===== src/rtl/hazard_ctrl_pkg.sv =====
// Shared encodings for the hazard controller: forwarding selects, memory
// wait-state FSM states and the forwarding priority helper.
package hazard_ctrl_pkg;

   localparam logic [1:0] FWD_RF  = 2'b00;
   localparam logic [1:0] FWD_WB  = 2'b01;
   localparam logic [1:0] FWD_MEM = 2'b10;

   typedef enum logic [1:0] {
      ST_IDLE = 2'b00,
      ST_WAIT = 2'b01,
      ST_ERR  = 2'b10
   } state_t;

   // MEM result is younger than WB, so it wins when both match
   function automatic logic [1:0] fwd_sel(
      input logic [4:0] rs,
      input logic [4:0] rd_m,
      input logic       we_m,
      input logic [4:0] rd_w,
      input logic       we_w
   );
      if (we_m && (rd_m != 5'd0) && (rd_m == rs))
         return FWD_MEM;
      else if (we_w && (rd_w != 5'd0) && (rd_w == rs))
         return FWD_WB;
      else
         return FWD_RF;
   endfunction

endpackage


===== src/rtl/hazard_ctrl_sat_counter.sv =====
// Saturating up-counter with enable and asynchronous active-low clear.
module sat_counter #(
   parameter int unsigned WIDTH = 16
) (
   input  logic             clk,
   input  logic             rst_n,
   input  logic             en,
   output logic [WIDTH-1:0] count
);

   always_ff @(posedge clk or negedge rst_n) begin
      if (!rst_n)
         count <= '0;
      else if (en && (count != '1))
         count <= count + WIDTH'(1);
   end

endmodule


===== src/rtl/hazard_ctrl.sv =====
// Pipeline hazard controller: EX forwarding, load-use and memory wait-state
// stalls, control flushes, memory timeout detection and perf counters.
module hazard_ctrl
   import hazard_ctrl_pkg::*;
#(
   parameter int unsigned MEM_TIMEOUT = 16,
   parameter int unsigned CNT_W       = 16
) (
   input  logic             clk,
   input  logic             rst,
   input  logic [4:0]       Rs1D,
   input  logic [4:0]       Rs2D,
   input  logic [4:0]       Rs1E,
   input  logic [4:0]       Rs2E,
   input  logic [4:0]       RdE,
   input  logic [4:0]       RdM,
   input  logic [4:0]       RdW,
   input  logic             RegWriteE,
   input  logic             RegWriteM,
   input  logic             RegWriteW,
   input  logic             ResultSrcE0,
   input  logic             PCSrcE,
   input  logic             MemReqM,
   input  logic             MemAckM,
   output logic [1:0]       ForwardAE,
   output logic [1:0]       ForwardBE,
   output logic             StallF,
   output logic             StallD,
   output logic             StallE,
   output logic             StallM,
   output logic             FlushD,
   output logic             FlushE,
   output logic             FlushW,
   output logic             MemErr,
   output logic [CNT_W-1:0] StallCycles,
   output logic [CNT_W-1:0] FlushCount
);

   state_t     state, state_next;
   logic [7:0] wait_cnt, wait_cnt_next;
   logic       lw_stall, mem_stall;

   always_ff @(posedge clk or negedge rst) begin
      if (!rst) begin
         state    <= ST_IDLE;
         wait_cnt <= '0;
      end else begin
         state    <= state_next;
         wait_cnt <= wait_cnt_next;
      end
   end

   always_comb begin
      state_next    = state;
      wait_cnt_next = wait_cnt;
      unique case (state)
         ST_IDLE: begin
            if (MemReqM && !MemAckM) begin
               state_next    = ST_WAIT;
               wait_cnt_next = 8'd1;
            end
         end
         ST_WAIT: begin
            if (MemAckM || !MemReqM) begin
               state_next    = ST_IDLE;
               wait_cnt_next = '0;
            end else if (wait_cnt == 8'(MEM_TIMEOUT)) begin
               state_next = ST_ERR;
            end else begin
               wait_cnt_next = wait_cnt + 8'd1;
            end
         end
         ST_ERR:  state_next = ST_ERR;
         default: begin
            state_next    = ST_IDLE;
            wait_cnt_next = '0;
         end
      endcase
   end

   // A memory stall freezes EX, so any pending flush waits for the release cycle
   always_comb begin
      ForwardAE = fwd_sel(Rs1E, RdM, RegWriteM, RdW, RegWriteW);
      ForwardBE = fwd_sel(Rs2E, RdM, RegWriteM, RdW, RegWriteW);
      lw_stall  = ResultSrcE0 && RegWriteE && (RdE != 5'd0) &&
                  ((RdE == Rs1D) || (RdE == Rs2D));
      mem_stall = (MemReqM && !MemAckM) || (state == ST_ERR);
      StallF    = lw_stall || mem_stall;
      StallD    = lw_stall || mem_stall;
      StallE    = mem_stall;
      StallM    = mem_stall;
      FlushW    = mem_stall;
      FlushD    = PCSrcE && !mem_stall;
      FlushE    = (lw_stall || PCSrcE) && !mem_stall;
      MemErr    = (state == ST_ERR);
   end

   sat_counter #(.WIDTH(CNT_W)) u_stall_cnt (
      .clk   (clk),
      .rst_n (rst),
      .en    (StallF),
      .count (StallCycles)
   );

   sat_counter #(.WIDTH(CNT_W)) u_flush_cnt (
      .clk   (clk),
      .rst_n (rst),
      .en    (FlushD),
      .count (FlushCount)
   );

endmodule


===== config.mk =====
export PLATFORM = sky130hd
export DESIGN_NAME = hazard_ctrl
export DESIGN_NICKNAME = d
export VERILOG_FILES = /design/src/rtl/hazard_ctrl_pkg.sv /design/src/rtl/hazard_ctrl_sat_counter.sv /design/src/rtl/hazard_ctrl.sv
export SDC_FILE = /design/constraint.sdc
export NUM_CORES = 1
export LEC_CHECK = 0
export BUFFER_PORTS_ARGS = -buffer_cell sky130_fd_sc_hd__buf_2
export CAP_MARGIN = 10
export CORE_MARGIN = 5
export CORE_UTILIZATION = 30
export CTS_CLUSTER_SIZE = 16
export DETAILED_ROUTE_END_ITERATION = 16
export GPL_ROUTABILITY_DRIVEN = 0
export MAX_ROUTING_LAYER = met4
export PLACE_DENSITY = 0.51
export SYNTH_ARGS = -nofsm -noshare
export SYNTH_HDL_FRONTEND = slang
export SYNTH_SLANG_ARGS = --single-unit
export TNS_END_PERCENT = 20

===== constraint.sdc =====
create_clock -name clk -period 3.7 [get_ports clk]
set_input_delay 0.185 -clock clk [delete_from_list [all_inputs] [get_ports clk]]
set_output_delay 0.185 -clock clk [all_outputs]
set_load 0.02 [all_outputs]

Yosys cells after proc, flatten, opt, wreduce, memory -nomap -nowiden

Index checks and enable logic that the tools add are counted.

Bits in registers: 42
Bits in latches: 0
Memory bits (writable): 0
Bits in read-only memories: 0
Bits of input ports: 44
Output and inout bits: 44
Logic and storage cells: 62
Memories kept: 0

Add/subtract/negate cells: 3
Multiply operators: 0
Divide/modulo/power cells: 0
Order comparisons: 0
Equal/unequal tests: 14
Shifts and indexed selects: 0
Mux-type cells: 12
Bitwise logic cells: 1
Reductions and logical operators: 28

Operators by type and width:

| kind                                                 | number |
|---|---|
| adder 16 x 1 -> 16 bit (second input constant)       | 2 |
| != test 16 bit (second input constant)               | 2 |
| equality test 5 bit                                  | 6 |
| 2-to-1 mux 8 bit                                     | 3 |
| case mux 8 bit (3 select lines)                      | 1 |
| nonzero test 5 bit                                   | 3 |
| logical AND 1 bit                                    | 14 |
| 2-to-1 mux 2 bit                                     | 5 |
| adder 8 x 1 -> 8 bit (second input constant)         | 1 |
| equality test 8 x 5 -> 1 bit (second input constant) | 1 |
| != test 3 bit (second input constant)                | 2 |
| case mux 2 bit (3 select lines)                      | 1 |
| logical OR 1 bit                                     | 5 |
| logical NOT 1 bit                                    | 3 |
| AND reduction 3 bit                                  | 1 |
| equality test 2 x 1 -> 1 bit (second input constant) | 1 |
| equality test 2 bit (second input constant)          | 1 |
| logical NOT 2 bit                                    | 1 |
| 2-to-1 mux 1 bit                                     | 2 |
| != test 2 bit (second input constant)                | 1 |
| AND reduction 2 bit                                  | 1 |
| NOT 1 bit                                            | 1 |

Logic depth before layout (Yosys ltp)

Gate-level depths: netlist of run 1.

Word-level depth: 6
Depth in mapped cells: 8
Gate-level depth less buffers: 8

By module

A second synthesis of run 1 with hierarchy kept.

Cell total of the unflattened synthesis: 262
Area, all modules: 2732.6 um2

Modules (own cells, without submodules):

| module      | times used | cells an instance | area each (um2) | sequential area each (um2) |
|---|---|---|---|---|
| sat_counter | 2          | 72                | 859.6           | 400.4 |
| hazard_ctrl | 1          | 118               | 1013.5          | 250.2 |

Least setup slack after synthesis of run 1

Ideal clock, no wire load.

Path kind: reg-to-reg
From: register u_stall_cnt.count[0]
To: register u_stall_cnt.count[1]
Library setup time: 0.128 ns
Data arrival time: 2.004 ns
Required time: 3.572 ns
Setup slack: 1.568 ns
Stages on the path, launching flop included: 8
Clock period less this slack: 2.132 ns
Cells stage by stage: dfrtp_1 ha_1 nand3_1 nor3_1 a22oi_1 a21bo_1 buf_6 mux2_1

Word-level cells in the longest chain between the ends: 2

Ends and longest elaborated chain:

| item                                                                           | line                          | source |
|---|---|---|
| start, declared                                                                | hazard_ctrl_sat_counter.sv:8  | `output logic [WIDTH-1:0] count` |
| start signal, assigned                                                         | hazard_ctrl_sat_counter.sv:15 | `count <= count + WIDTH'(1);` |
| parallel branches: the longest is 2 deep, another holds adder 16 x 1 -> 16 bit | n/a                           |  |

Parallel ways; which one is timed is not known.
A chain may end at the register's enable or synchronous reset.

Worst setup path after layout of run 1

Same ends and word-level chain as after synthesis.

==> results.txt, run 1 <==
status: finished, final reports clean
area added between synthesis and finish: 25.3%
number of antenna violations at the first check in global routing: 0
first-pass GRT wire length: 10100 µm
violation count after the first detailed-route iteration: 61
placeable core region: 8180 µm²
Horiz. Die Dim: 101 µm
transition time at the pin with the least slew margin: 947 ps
worst reg2reg path depth: 6
share of synthesized area occupied by flip-flops and latches: 42.2%
register cell area after layout: 1050 µm²
effective utilization at floorplan: 30.5%
area of the die: 10200 µm²
die span in y: 101 µm
unrepaired setup endpoints after global routing: no
top cells by count, synth: 42 x sky130_fd_sc_hd__dfrtp_1, 34 x sky130_fd_sc_hd__xor2_1, 26 x sky130_fd_sc_hd__nand3_1
cell area power density: 462 nW/µm²
Antenna Violating Nets Remaining: 0
non-filler cells, final: 460
Buffers on Ports: 87
layout cells sized above 1: 27.6%
Mapped Cells: 266
antenna diode instance count: 0
sink count of the clock tree: 42
WP data arrival: 2450 ps
required time reported for the critical path endpoint: 3880 ps
Max rail drop VDD: 0.178 mV
Finished Core Util: 38.2%
Clock Skews: 7.26 ps
Row Count: 33
via count of the first global-routing pass: 2203
quantity of gates resized following cts: 0
largest net degree at the start of global routing: 43
CTS H-tree lvls: 2
count of hold-fix buffers inserted at cts: 0
root buffer cell: sky130_fd_sc_hd__clkbuf_8
fraction of registers with async set/reset: 100%
number of max-slew violations in the final report: 0
Final nets: 402
clk slew on worst S/H paths: 80 ps
number of synthesized register bits: 42
mean routed wirelength per cell: 13.6 µm
GR Overflow Total: 0
Placed Cells incl. Taps: 452
overall global routing resource usage: 12.6%
termination of the worst setup path: u_stall_cnt.count[1]
final routed DRC violation total: 0
total count of hold-check failures in the final report: 0
final sum of negative setup slack: 0 ps
Startpoint Class: flip-flop
fraction of the cycle the final worst path needs: 61.3%
area used by multi-input combinational logic: 1370 µm²
synth top area cells: sky130_fd_sc_hd__dfrtp_1 42%, sky130_fd_sc_hd__xor2_1 12%, sky130_fd_sc_hd__xnor2_1 6.7%, sky130_fd_sc_hd__nand3_1 5.2%, sky130_fd_sc_hd__o21ai_0 3.4%
detailed-route via count: 2246
final routed wirelength across all metal layers: 6230 µm
top_reg_cell synth: sky130_fd_sc_hd__dfrtp_1
critical path startpoint: u_stall_cnt.count[0]
worst setup path category: reg -> reg
Lkg Pwr: 1.46 nW
clock tree buffer depth: 2
post-CTS repair timing setup buffer count: 0
Yosys warnings: 0
crit path max fanout: 8
remaining max-slew budget at the tightest pin: 36.9%
Layout fillers: 856
Net Count, Synth: 314
startpoint of the worst register-to-register path: u_stall_cnt.count[0]
detailed placer's ending HPWL: 4930 µm
Distinct cells, synth: 38
average vias per placed instance: 4.88
type of the most critical hold path: in -> async
max cap viols: 0
post-synthesis instance area: 2490 µm²
Clock Latency Late Sink: 290 ps
Final min period: 2270 ps
library cell occupying the most area in the post-synthesis netlist: sky130_fd_sc_hd__dfrtp_1
Post-Syn Area per Cell: 9.37 µm²
Setup violations, final: 0
total power draw: 0.00144 W
Hold Worst Slack: 37.2 ps
count leader, synth: sky130_fd_sc_hd__dfrtp_1
EDFF count, synth: 0
number of placed I/O pins: 88
detailed-routing iteration count for the pre-antenna-repair pass: 4
CP Capture Type: flip-flop
area fraction of the dominant cell type after synthesis: 42.2%
TritonCTS clock tree: yes
reg-to-reg endpoint: u_stall_cnt.count[1]
timing-limited maximum frequency: 441 MHz
Num CTS Buffers: 5
Reg2Reg Setup Slack: 1430 ps
## area by class of cell
class,instances,area share [%]
timing repair buffer,87,13.9
tap,105,4.21
clock buffer,5,2.20
clock inverter,3,1.28
sequential,42,33.7
multi-input combinational,212,44.0
inverter,6,0.721
## through the flow
stage	cell area, µm²	worst slack (ps)
2_1_floorplan	2490	1570
3_3_place_gp	3010	1520
3_5_place_dp	3010	1430
4_1_cts	3120	1420
5_1_grt	3120	1190
6_report	3120	1430
## sequential cells by signal, summed over array words and instances, names as in the netlist
register,cells
state,2
u_flush_cnt.count,16
u_stall_cnt.count,16
wait_cnt,8
## power by group
part	leakage [nW]	internal (W)	switching [W]
logic	0.876	0.000175	0.000273
clock network	0.0579	0.000199	0.000154
registers	0.524	0.000540	0.000103
## layer usage
layer  wire length, µm  track usage [%]
met5                 0                -
met4                95             4.70
met3               447             2.62
met2              2920             20.3
met1              2770             15.7
## cell usage in the layout, fill, tap and decap left out, drive strengths merged, types with 2 or more instances in the layout
master	synthesis	routed
xor2	34	34
xnor2	19	19
inv	6	6
nand3	26	26
or4	5	5
o31ai	6	6
nor4	5	5
dfrtp	42	42
nand2b	5	5
a21oi	3	3
buf	5	87
nand2	19	19
o21ai	19	19
clkinv	0	2
nor3	6	6
and3	10	10
clkbuf	1	5
a31oi	4	4
nor2	22	22
mux2	2	2
nor4b	3	3
a22oi	2	2
ha	4	4
nand4	6	6
## kinds of logic (layout without fill, tap and decap cells)
kind of cell,count (synthesis),in the layout,share of synthesized area [%]
buffers and inverters,12,101,2.71
adder cells (fa/ha/maj),4,4,2.01
AND/OR/NAND/NOR,113,113,23.5
multiplexers,2,2,0.904
flip-flops,42,42,42.2
XOR/XNOR,53,53,18.6
AO/OA/AOI/OAI,40,40,10.0
## worst min-delay path by stage
stage | start | end | slack [ps] | cells past startpoint
floorplan | rst | state[0] | -110 | 0
global placement | rst | wait_cnt[0] | 400 | 1
global route | rst | wait_cnt[1] | 130 | 1
finish | rst | wait_cnt[0] | 40 | 1
CTS | rst | u_stall_cnt.count[6] | 80 | 1
detailed placement | rst | wait_cnt[0] | 400 | 1
## critical path, cell delays in order, from the launching register on
cell                      delay [ps]
sky130_fd_sc_hd__dfrtp_1         410
sky130_fd_sc_hd__ha_1            200
sky130_fd_sc_hd__nand3_1         100
sky130_fd_sc_hd__nor3_1          560
sky130_fd_sc_hd__a22oi_1         180
sky130_fd_sc_hd__a21bo_1         370
sky130_fd_sc_hd__mux2_1          350
No activity file was read; power rests on OpenSTA's default activity.
==> run 2, diff against run 1 <==
Settings changed: PLACE_DENSITY 0.51 to 0.53.
Clock period 3.7 ns to 2.05 ns, I/O delays scaled along.
==> run 2 against run 1 <==
Against the previous run: utilization is 1.3 points higher; routed wire length is 3.0% higher; sequential share of layout area is 1.1 points lower; total power is 83% higher; clock-buffer cell count is 2 higher; die area stayed put; non-clock buffer count is 14 higher; clock power is 83% higher; sequential power is 79% higher; global-route usage is 0.50 points higher; flip-flop and latch count stayed put; critical endpoint unchanged; largest cell class unchanged.
==> results.txt, run 2 (synthesized netlist as in run 1, its figures left out) <==
registers with the most flip-flops: u_flush_cnt.count (16), u_stall_cnt.count (16), wait_cnt (8)
mean routed wirelength per cell: 13.5 µm (about the same)
total count of hold-check failures in the final report: 0 (unchanged)
detailed placer's ending HPWL: 5130 µm (+4.0%)
first-pass GRT wire length: 10700 µm (+5.3%)
non-filler cells, final: 474 (+3.0%)
Max rail drop VDD: 0.357 mV (+100%)
TritonCTS clock tree: yes
Row Count: 33 (unchanged)
Reg2Reg Setup Slack: 160 ps (-1270 ps)
NetSw: 0.000973 W (+83%)
WP data arrival: 2070 ps (-380 ps)
crit path max fanout: 8 (unchanged)
Setup violations, final: 0 (unchanged)
status: finished, final reports clean
final routed wirelength across all metal layers: 6420 µm (+3.0%)
Lkg Pwr: 1.52 nW (+4.3%)
area added between synthesis and finish: 29.7%
max cap viols: 0 (unchanged)
most common cell after layout, fill and taps aside: sky130_fd_sc_hd__buf_2
worst hold path depth: 4
antenna diode instance count: 0 (unchanged)
required time reported for the critical path endpoint: 2230 ps (-1650 ps)
GR Overflow Total: 0 (unchanged)
Finished Core Util: 39.5% (+1.3 points)
area of the die: 10200 µm² (unchanged)
fraction of the cycle the final worst path needs: 92.0% (+31 points)
clock tree buffer depth: 2 (unchanged)
Layout fillers: 847 (-1.1%)
Startpoint Class: flip-flop
sink count of the clock tree: 42 (unchanged)
fraction of power spent switching nets: 36.7% (about the same)
overall global routing resource usage: 13.1% (+0.50 points)
number of placed I/O pins: 88 (unchanged)
root buffer cell: sky130_fd_sc_hd__clkbuf_8
end of the worst hold path: u_flush_cnt.count[12]
Placed Cells incl. Taps: 465 (+2.9%)
Antenna Violating Nets Remaining: 0 (unchanged)
final routed DRC violation total: 0 (unchanged)
remaining max-slew budget at the tightest pin: 59.1% (+22 points)
reg-to-reg endpoint: u_stall_cnt.count[1]
average vias per placed instance: 4.97 (+1.8%)
detailed-routing iteration count for the pre-antenna-repair pass: 4 (unchanged)
Num CTS Buffers: 5 (unchanged)
Final nets: 416 (+3.5%)
die span in y: 101 µm (unchanged)
largest net degree at the start of global routing: 26 (-40%)
number of max-slew violations in the final report: 0 (unchanged)
Buffers on Ports: 87 (unchanged)
unrepaired setup endpoints after global routing: no
cell area power density: 819 nW/µm² (+77%)
CP Capture Type: flip-flop
most used cells in the layout excluding fill and tap cells: 87 x sky130_fd_sc_hd__buf_2, 42 x sky130_fd_sc_hd__dfrtp_1, 34 x sky130_fd_sc_hd__xor2_1
Horiz. Die Dim: 101 µm (unchanged)
placeable core region: 8180 µm² (unchanged)
CTS H-tree lvls: 2 (unchanged)
part of the power in the clock network: 24.4% (about the same)
sequential group share of total power: 43.4% (-1.1 points)
Clock Latency Late Sink: 290 ps (about the same)
via count of the first global-routing pass: 2308 (+4.8%)
min-delay src: PCSrcE
design internal power: 0.00168 W (+83%)
violation count after the first detailed-route iteration: 101 (+66%)
quantity of gates resized following cts: 0 (unchanged)
worst setup path category: reg -> reg
timing-limited maximum frequency: 530 MHz (+20%)
detailed-route via count: 2355 (+4.9%)
transition time at the pin with the least slew margin: 613 ps (-334 ps)
post-CTS repair timing setup buffer count: 0 (unchanged)
final sum of negative setup slack: 0 ps (unchanged)
number of antenna violations at the first check in global routing: 0 (unchanged)
worst reg2reg path depth: 6 (unchanged)
type of the most critical hold path: in -> reg
count of hold-fix buffers inserted at cts: 1 (+1)
startpoint of the worst register-to-register path: u_stall_cnt.count[0]
Clock Skews: 6.15 ps (-1.11 ps)
relative contribution of combinational cells to total power: 32.2% (+1.1 points)
effective utilization at floorplan: 30.5% (unchanged)
clk slew on worst S/H paths: 80 ps (about the same)
Final min period: 1890 ps (-383 ps)
layout cells sized above 1: 29.8% (+2.2 points)
run 2: cell types whose count changed in the layout (fill, tap and decap cells not counted):
cell,before,now
sky130_fd_sc_hd__clkbuf_1,0,2
sky130_fd_sc_hd__nor3_1,6,5
sky130_fd_sc_hd__dlygate4sd3_1,0,1
sky130_fd_sc_hd__buf_4,0,13
sky130_fd_sc_hd__nor3_2,0,1
sky130_fd_sc_hd__clkinv_2,2,0
run 2: worst max-delay path, stage by stage, from the launching register on:
cell                      delay (ps)
sky130_fd_sc_hd__dfrtp_1         410
sky130_fd_sc_hd__ha_1            210
sky130_fd_sc_hd__nand3_1         110
sky130_fd_sc_hd__nor3_2          230
sky130_fd_sc_hd__a22oi_1         110
sky130_fd_sc_hd__a21bo_1         350
sky130_fd_sc_hd__mux2_1          350
run 2: routing by layer:
metal / track usage (%) / wire [µm]
met5: - / 0
met1: 16.4 / 2880
met3: 3.10 / 465
met2: 21.5 / 3030
met4: 3.37 / 41
run 2: area by class of cell:
class / count / area (µm²) / area share [%]
timing repair buffer: 101 / 543 / 16.8
tap: 105 / 131 / 4.06
sequential: 42 / 1050 / 32.5
clock inverter: 1 / 30.0 / 0.929
inverter: 6 / 22.5 / 0.697
clock buffer: 7 / 76.3 / 2.36
multi-input combinational: 212 / 1380 / 42.6
run 2: worst max-delay path by stage:
| stage | start | end | cells after the start |
|---|---|---|---|
| floorplan | u_stall_cnt.count[0] | u_stall_cnt.count[1] | 7 |
| global placement | RdE[1] | u_stall_cnt.count[1] | 6 |
| detailed placement | RdE[1] | u_stall_cnt.count[1] | 6 |
| CTS | state[0] | StallF | 5 |
| global route | wait_cnt[0] | wait_cnt[2] | 9 |
| finish | u_stall_cnt.count[0] | u_stall_cnt.count[1] | 6 |
run 2: power by group through the flow:
stage / Combinational, W / Clock, W / Sequential (W)
CTS: 0.000875 / 0.000670 / 0.00115
global placement: 0.000862 / 0 / 0.00117
detailed placement: 0.000871 / 0 / 0.00117
global route: 0.000956 / 0.000705 / 0.00118
floorplan: 0.000359 / 0 / 0.00132
finish: 0.000854 / 0.000645 / 0.00115
run 2: stage by stage:
step	total power [W]	worst slack [ps]	area (µm²)	hold slack (ps)
after global placement	0.00203	131	3120	147
after global routing	0.00284	18.3	3230	351
after detailed placement	0.00204	86.4	3120	160
final	0.00265	164	3230	334
after floorplan	0.00168	76.8	2500	-193
after CTS	0.00270	137	3230	328
